[config.mk]
export PLATFORM = sky130hd
export DESIGN_NAME = dma_address_counter
export DESIGN_NICKNAME = d
export VERILOG_FILES = /design/src/rtl/dma_address_counter.sv
export SDC_FILE = /design/constraint.sdc
export NUM_CORES = 1
export LEC_CHECK = 0
export ABC_AREA = 0
export CORE_MARGIN = 5
export CORE_UTILIZATION = 43
export CTS_CLUSTER_DIAMETER = 200
export DETAILED_ROUTE_END_ITERATION = 10
export PLACE_DENSITY_LB_ADDON = 0.12
export SYNTH_ARGS = -nofsm -noshare
export SYNTH_HDL_FRONTEND = slang
export SYNTH_SLANG_ARGS = --single-unit
[constraint.sdc]
create_clock -name CLK -period 3.46 [get_ports CLK]
set_input_delay 0.692 -clock CLK [delete_from_list [all_inputs] [get_ports CLK]]
set_output_delay 0.692 -clock CLK [all_outputs]
set_load 0.005 [all_outputs]
[src/rtl/dma_address_counter.sv]
// Per-channel DMA address / word-count register file with CPU byte programming,
// a temporary working pair stepped by timing control, and terminal-count/EOP generation.
module dma_address_counter #(
    parameter int NUM_CH = 4,
    parameter int AW     = 16
) (
    input  logic          CLK,
    input  logic          RESET_N,
    input  logic          prog_we,
    input  logic          prog_re,
    input  logic [2:0]    prog_sel,
    input  logic [7:0]    data_in,
    output logic [7:0]    data_out,
    input  logic          clear_ff,
    input  logic [1:0]    chan_sel,
    input  logic          load_temp,
    input  logic          incr_addr,
    input  logic          decr_addr,
    input  logic          decr_count,
    input  logic          store_back,
    input  logic          auto_init,
    output logic [AW-1:0] temp_address,
    output logic [AW-1:0] temp_count,
    output logic [1:0]    active_ch,
    output logic          tc,
    output logic          int_eop,
    output logic [1:0]    dbg_state,
    output logic          dbg_byte_ff
);

    typedef enum logic [1:0] {
        IDLE   = 2'd0,
        ACTIVE = 2'd1,
        TERM   = 2'd2
    } state_t;

    state_t        state;
    logic          byte_ff;
    logic [AW-1:0] base_addr [NUM_CH];
    logic [AW-1:0] base_cnt  [NUM_CH];
    logic [AW-1:0] cur_addr  [NUM_CH];
    logic [AW-1:0] cur_cnt   [NUM_CH];

    logic [1:0]    sel_ch;
    logic [AW-1:0] sel_word;
    logic [AW-1:0] step_addr;
    logic [AW-1:0] step_cnt;
    logic          step_tc;

    assign sel_ch      = prog_sel[2:1];
    assign dbg_state   = state;
    assign dbg_byte_ff = byte_ff;

    // Only the current registers are readable; the byte pointer picks low/high.
    always_comb begin
        sel_word = prog_sel[0] ? cur_cnt[sel_ch] : cur_addr[sel_ch];
        data_out = byte_ff ? sel_word[AW-1:8] : sel_word[7:0];
    end

    // Next working values if the current strobes were applied this cycle.
    always_comb begin
        step_addr = temp_address;
        if (incr_addr && !decr_addr) begin
            step_addr = temp_address + AW'(1);
        end else if (decr_addr && !incr_addr) begin
            step_addr = temp_address - AW'(1);
        end
        step_cnt = temp_count;
        step_tc  = 1'b0;
        if (decr_count) begin
            step_cnt = temp_count - AW'(1);
            step_tc  = (temp_count == '0);
        end
    end

    always_ff @(posedge CLK or negedge RESET_N) begin
        if (!RESET_N) begin
            state        <= IDLE;
            byte_ff      <= 1'b0;
            temp_address <= '0;
            temp_count   <= '0;
            active_ch    <= '0;
            tc           <= 1'b0;
            int_eop      <= 1'b0;
            for (int i = 0; i < NUM_CH; i++) begin
                base_addr[i] <= '0;
                base_cnt[i]  <= '0;
                cur_addr[i]  <= '0;
                cur_cnt[i]   <= '0;
            end
        end else begin
            int_eop <= 1'b0;

            if (clear_ff) begin
                byte_ff <= 1'b0;
            end else if (prog_we || prog_re) begin
                byte_ff <= ~byte_ff;
            end

            case (state)
                IDLE: begin
                    if (load_temp) begin
                        temp_address <= cur_addr[chan_sel];
                        temp_count   <= cur_cnt[chan_sel];
                        active_ch    <= chan_sel;
                        state        <= ACTIVE;
                    end
                end
                ACTIVE: begin
                    temp_address <= step_addr;
                    temp_count   <= step_cnt;
                    if (step_tc) begin
                        tc      <= 1'b1;
                        int_eop <= 1'b1;
                    end
                    if (store_back) begin
                        // A TC reached in this same cycle counts as leaving via TERM.
                        if (auto_init && step_tc) begin
                            cur_addr[active_ch] <= base_addr[active_ch];
                            cur_cnt[active_ch]  <= base_cnt[active_ch];
                        end else begin
                            cur_addr[active_ch] <= step_addr;
                            cur_cnt[active_ch]  <= step_cnt;
                        end
                        tc    <= 1'b0;
                        state <= IDLE;
                    end else if (step_tc) begin
                        state <= TERM;
                    end
                end
                TERM: begin
                    if (store_back) begin
                        if (auto_init) begin
                            cur_addr[active_ch] <= base_addr[active_ch];
                            cur_cnt[active_ch]  <= base_cnt[active_ch];
                        end else begin
                            cur_addr[active_ch] <= temp_address;
                            cur_cnt[active_ch]  <= temp_count;
                        end
                        tc    <= 1'b0;
                        state <= IDLE;
                    end
                end
                default: state <= IDLE;
            endcase

            // Placed after the store-back so a CPU byte overrides that byte only.
            if (prog_we) begin
                if (prog_sel[0]) begin
                    if (byte_ff) begin
                        base_cnt[sel_ch][AW-1:8] <= data_in;
                        cur_cnt[sel_ch][AW-1:8]  <= data_in;
                    end else begin
                        base_cnt[sel_ch][7:0] <= data_in;
                        cur_cnt[sel_ch][7:0]  <= data_in;
                    end
                end else begin
                    if (byte_ff) begin
                        base_addr[sel_ch][AW-1:8] <= data_in;
                        cur_addr[sel_ch][AW-1:8]  <= data_in;
                    end else begin
                        base_addr[sel_ch][7:0] <= data_in;
                        cur_addr[sel_ch][7:0]  <= data_in;
                    end
                end
            end
        end
    end

endmodule

==> impl_metrics.tcl <==
set metrics [dict create \
    vias_per_cell 6.90 \
    worstMarginPinSlew_ns 1.48 \
    first_pass_iters 7 \
    cp_slowest_cell "mux4_2" \
    highest_layer "met5" \
    status "finished, final reports clean" \
    synth-xor-area-share 0.0131 \
    netlist_area_mm2 0.0200 \
    fin_cells 3173 \
    path_max_fanout 18 \
    io_buffers 70 \
    post-place-ws_ns 0.0482 \
    max-slew-margin-rel 0.0145 \
    cts_made_buffers 38 \
    postCtsResizedCells 0 \
    maxCapViolCount 0 \
    io-pin-count 71 \
    vias 21900 \
    total_power_w 0.0227 \
    fp.dieH_um 225 \
    cts.path.max_buffers 3 \
    crit_required_ns 2.77 \
    hpwl_mm 67.6 \
    fp.dieW_um 225 \
    vdd_drop_max_v 0.000565 \
    cp-start-kind "input port" \
    ys_seq_area_frac 0.370 \
    cpPeakStageDelay_ns 0.56 \
    synth_top_area_frac 0.370 \
    crit_type "input port to output port" \
    area_growth_syn_to_layout_pct 18.8 \
    p_clk_frac 0.189 \
    cp-end-kind "output port" \
    drt-initial-drc-count 3582 \
    drt-met1-wl_mm 36.3 \
    synth-seq-cells 295 \
    grt_pass1_wl_mm 144 \
    r2r_end "cur_cnt[32]" \
    synthesis.nets 2490 \
    finalClockSkew_ns 0.0218 \
    ys_warn_count 0 \
    layout_min_cycle_time_ns 3.44 \
    grt_max_degree 83 \
    yosys.area.top_type "dfrtp_1" \
    yosys-top-cells-count "nand2_1, dfrtp_1, o21ai_0" \
    synth-async-reset-ratio 1.00 \
    synth_compound_area_frac 0.231 \
    dieArea_mm2 0.0508 \
    rr_worst_depth 9 \
    power.internal_w 0.0120 \
    dp.cells 3100 \
    cts-root-buf "clkbuf_16" \
    yosysMostFrequentCell "nand2_1" \
    postRouteAntennaNets 0 \
    synth.distinct_cells 82 \
    power_frac_comb 0.510 \
    synth_edf_count 0 \
    synth_area_leaders "dfrtp_1, nand2_1, mux4_2" \
    fmax_ghz 0.290 \
    wl_met2_mm 42.9 \
    drc 0 \
    p_switching_w 0.0107 \
    synth-simple-area-share 0.215 \
    post_cts_buffers 0 \
    clk_latency_ns 0.57 \
    clkSinkCount 295 \
    wirelength_mm 98.7 \
    synth_mux_area_frac 0.119 \
    setup_viol 0 \
    min_period_over_period 0.995 \
    cts_tree "done" \
    hold_violations 0 \
    row_count 79 \
    cp_cell_sequence "buf_2 -> buf_12 -> mux4_2 -> mux4_2 -> clkdlybuf4s50_1" \
    swShare 0.471 \
    synth_top_flop_cell "dfrtp_1" \
    rsz0062_at_grt "no" \
    slew_viol_final 0 \
    synth-adder-area-share 0.00439 \
    min_path_type "input port to async pin" \
    cts.clk_slew.worst_paths_ns 0.05 \
    netlist_instances 2459 \
    place.gp.congestion 1.01 \
    power_density_mw_per_mm2 956 \
    setup_tns_ns 0 \
    start_util 0.432 \
    grt.total_usage 0.381 \
    layout.nets 2564 \
    gr-total-overflow 0 \
    core-area_mm2 0.0463 \
    power_frac_seq 0.301 \
    cp.arrival_ns 2.75 \
    wl_per_cell_um 31.1 \
    r2r_start "dbg_state[0]" \
    fin_ws_ns 0.0172 \
    p_leak_nw 10.4 \
    grt_antenna_before_repair 12 \
    cts-htree-levels 2 \
    synth_top_family_by_area "compound AO/OA/AOI/OAI gates" \
    regToRegSetupSlack_ns 0.34 \
    crit_top_cell "mux4_2" \
    met3_length_mm 12.4 \
    grt_pass1_vias 20800 \
    cts_hold_buf 0 \
    synth.avg_cell_area_um2 8.12 \
    layout-drive-gt1-share 0.150 \
]
[worst max path at each step]
stage | start | to | depth (start not counted)
after floorplan | prog_sel[1] | data_out[0] | 4
after global placement | prog_sel[1] | data_out[4] | 5
after detailed placement | prog_sel[1] | data_out[3] | 5
after CTS | prog_sel[1] | data_out[2] | 5
after global routing | prog_sel[1] | data_out[3] | 5
final | prog_sel[1] | data_out[2] | 5
[cell usage in the layout, fill, tap and decap left out, types with 7 or more instances in the layout]
cell,synthesis,layout
a211o_1,10,10
a211oi_1,14,14
a21boi_0,11,11
a21o_1,15,15
a21oi_1,169,169
a22oi_1,17,17
a31oi_1,12,12
and2_1,16,15
and3_1,11,11
buf_12,0,29
buf_4,2,156
clkbuf_1,166,7
clkbuf_16,0,41
clkbuf_8,0,8
clkdlybuf4s50_1,0,64
dfrtp_1,295,294
diode_2,0,7
inv_1,17,16
mux2_2,7,7
mux2i_1,51,51
mux4_2,79,79
nand2_1,621,620
nand2b_1,11,9
nand3_1,63,63
nand4_1,9,9
nor2_1,159,153
nor2b_1,11,7
nor3_1,55,54
o211ai_1,48,48
o21a_1,17,17
o21ai_0,276,276
o221ai_1,62,62
o22ai_1,20,20
or2_2,7,7
or3_1,12,12
xnor2_1,16,16
xor2_1,12,12
[worst max-delay path: cells and delay by family]
kind                   cells  cell delay, ns
muxes                      2            1.11
buffers and inverters      3            0.93
[cell type report]
class,instances,area (um^2)
timing repair buffer,254,2430
clock inverter,10,154
tap,607,759
fill,4406,22500
antenna,7,17.5
multi-input combinational,1927,11700
inverter,17,63.8
clock buffer,56,1160
sequential,295,7380
[registers in the layout, indices dropped and copies added, names as in the netlist]
signal / flops
base_addr: 64
base_cnt: 64
dbg_state: 2
dbg_byte_ff: 1
cur_cnt: 64
int_eop: 1
tc: 1
active_ch: 2
cur_addr: 64
temp_count: 16
temp_address: 16
[power groups by stage]
stage / Combinational (W) / Sequential [W] / Clock [W]
6_report: 0.0116 / 0.00681 / 0.00430
5_1_grt: 0.0122 / 0.00685 / 0.00444
4_1_cts: 0.0112 / 0.00667 / 0.00432
3_5_place_dp: 0.0111 / 0.00671 / 0
3_3_place_gp: 0.0110 / 0.00676 / 0
2_1_floorplan: 0.00705 / 0.00555 / 0
[cells by family after synthesis]
kind of cell,after synthesis
AO/OA/AOI/OAI,746
XOR/XNOR,29
adder cells (fa/ha/maj),7
buffers and inverters,237
flip-flops,295
multiplexers,138
AND/OR/NAND/NOR,1007
[per-stage QoR]
step / instance area, um^2 / hold WS [ns] / utilization
floorplan: 20000 / 0.396 / -
global route: 23700 / 0.214 / 0.512
finish: 23700 / 0.146 / 0.513
CTS: 23700 / 0.195 / 0.512
detailed placement: 22400 / 0.459 / 0.484
global placement: 22400 / 0.452 / 0.484
[routing by layer]
metal,global-route usage,vias to the layer above
met5,0,-
met4,0.224,8
met3,0.107,407
met2,0.567,1711
met1,0.496,10700
li1,-,9038
Power figures use the tool's default switching activity.
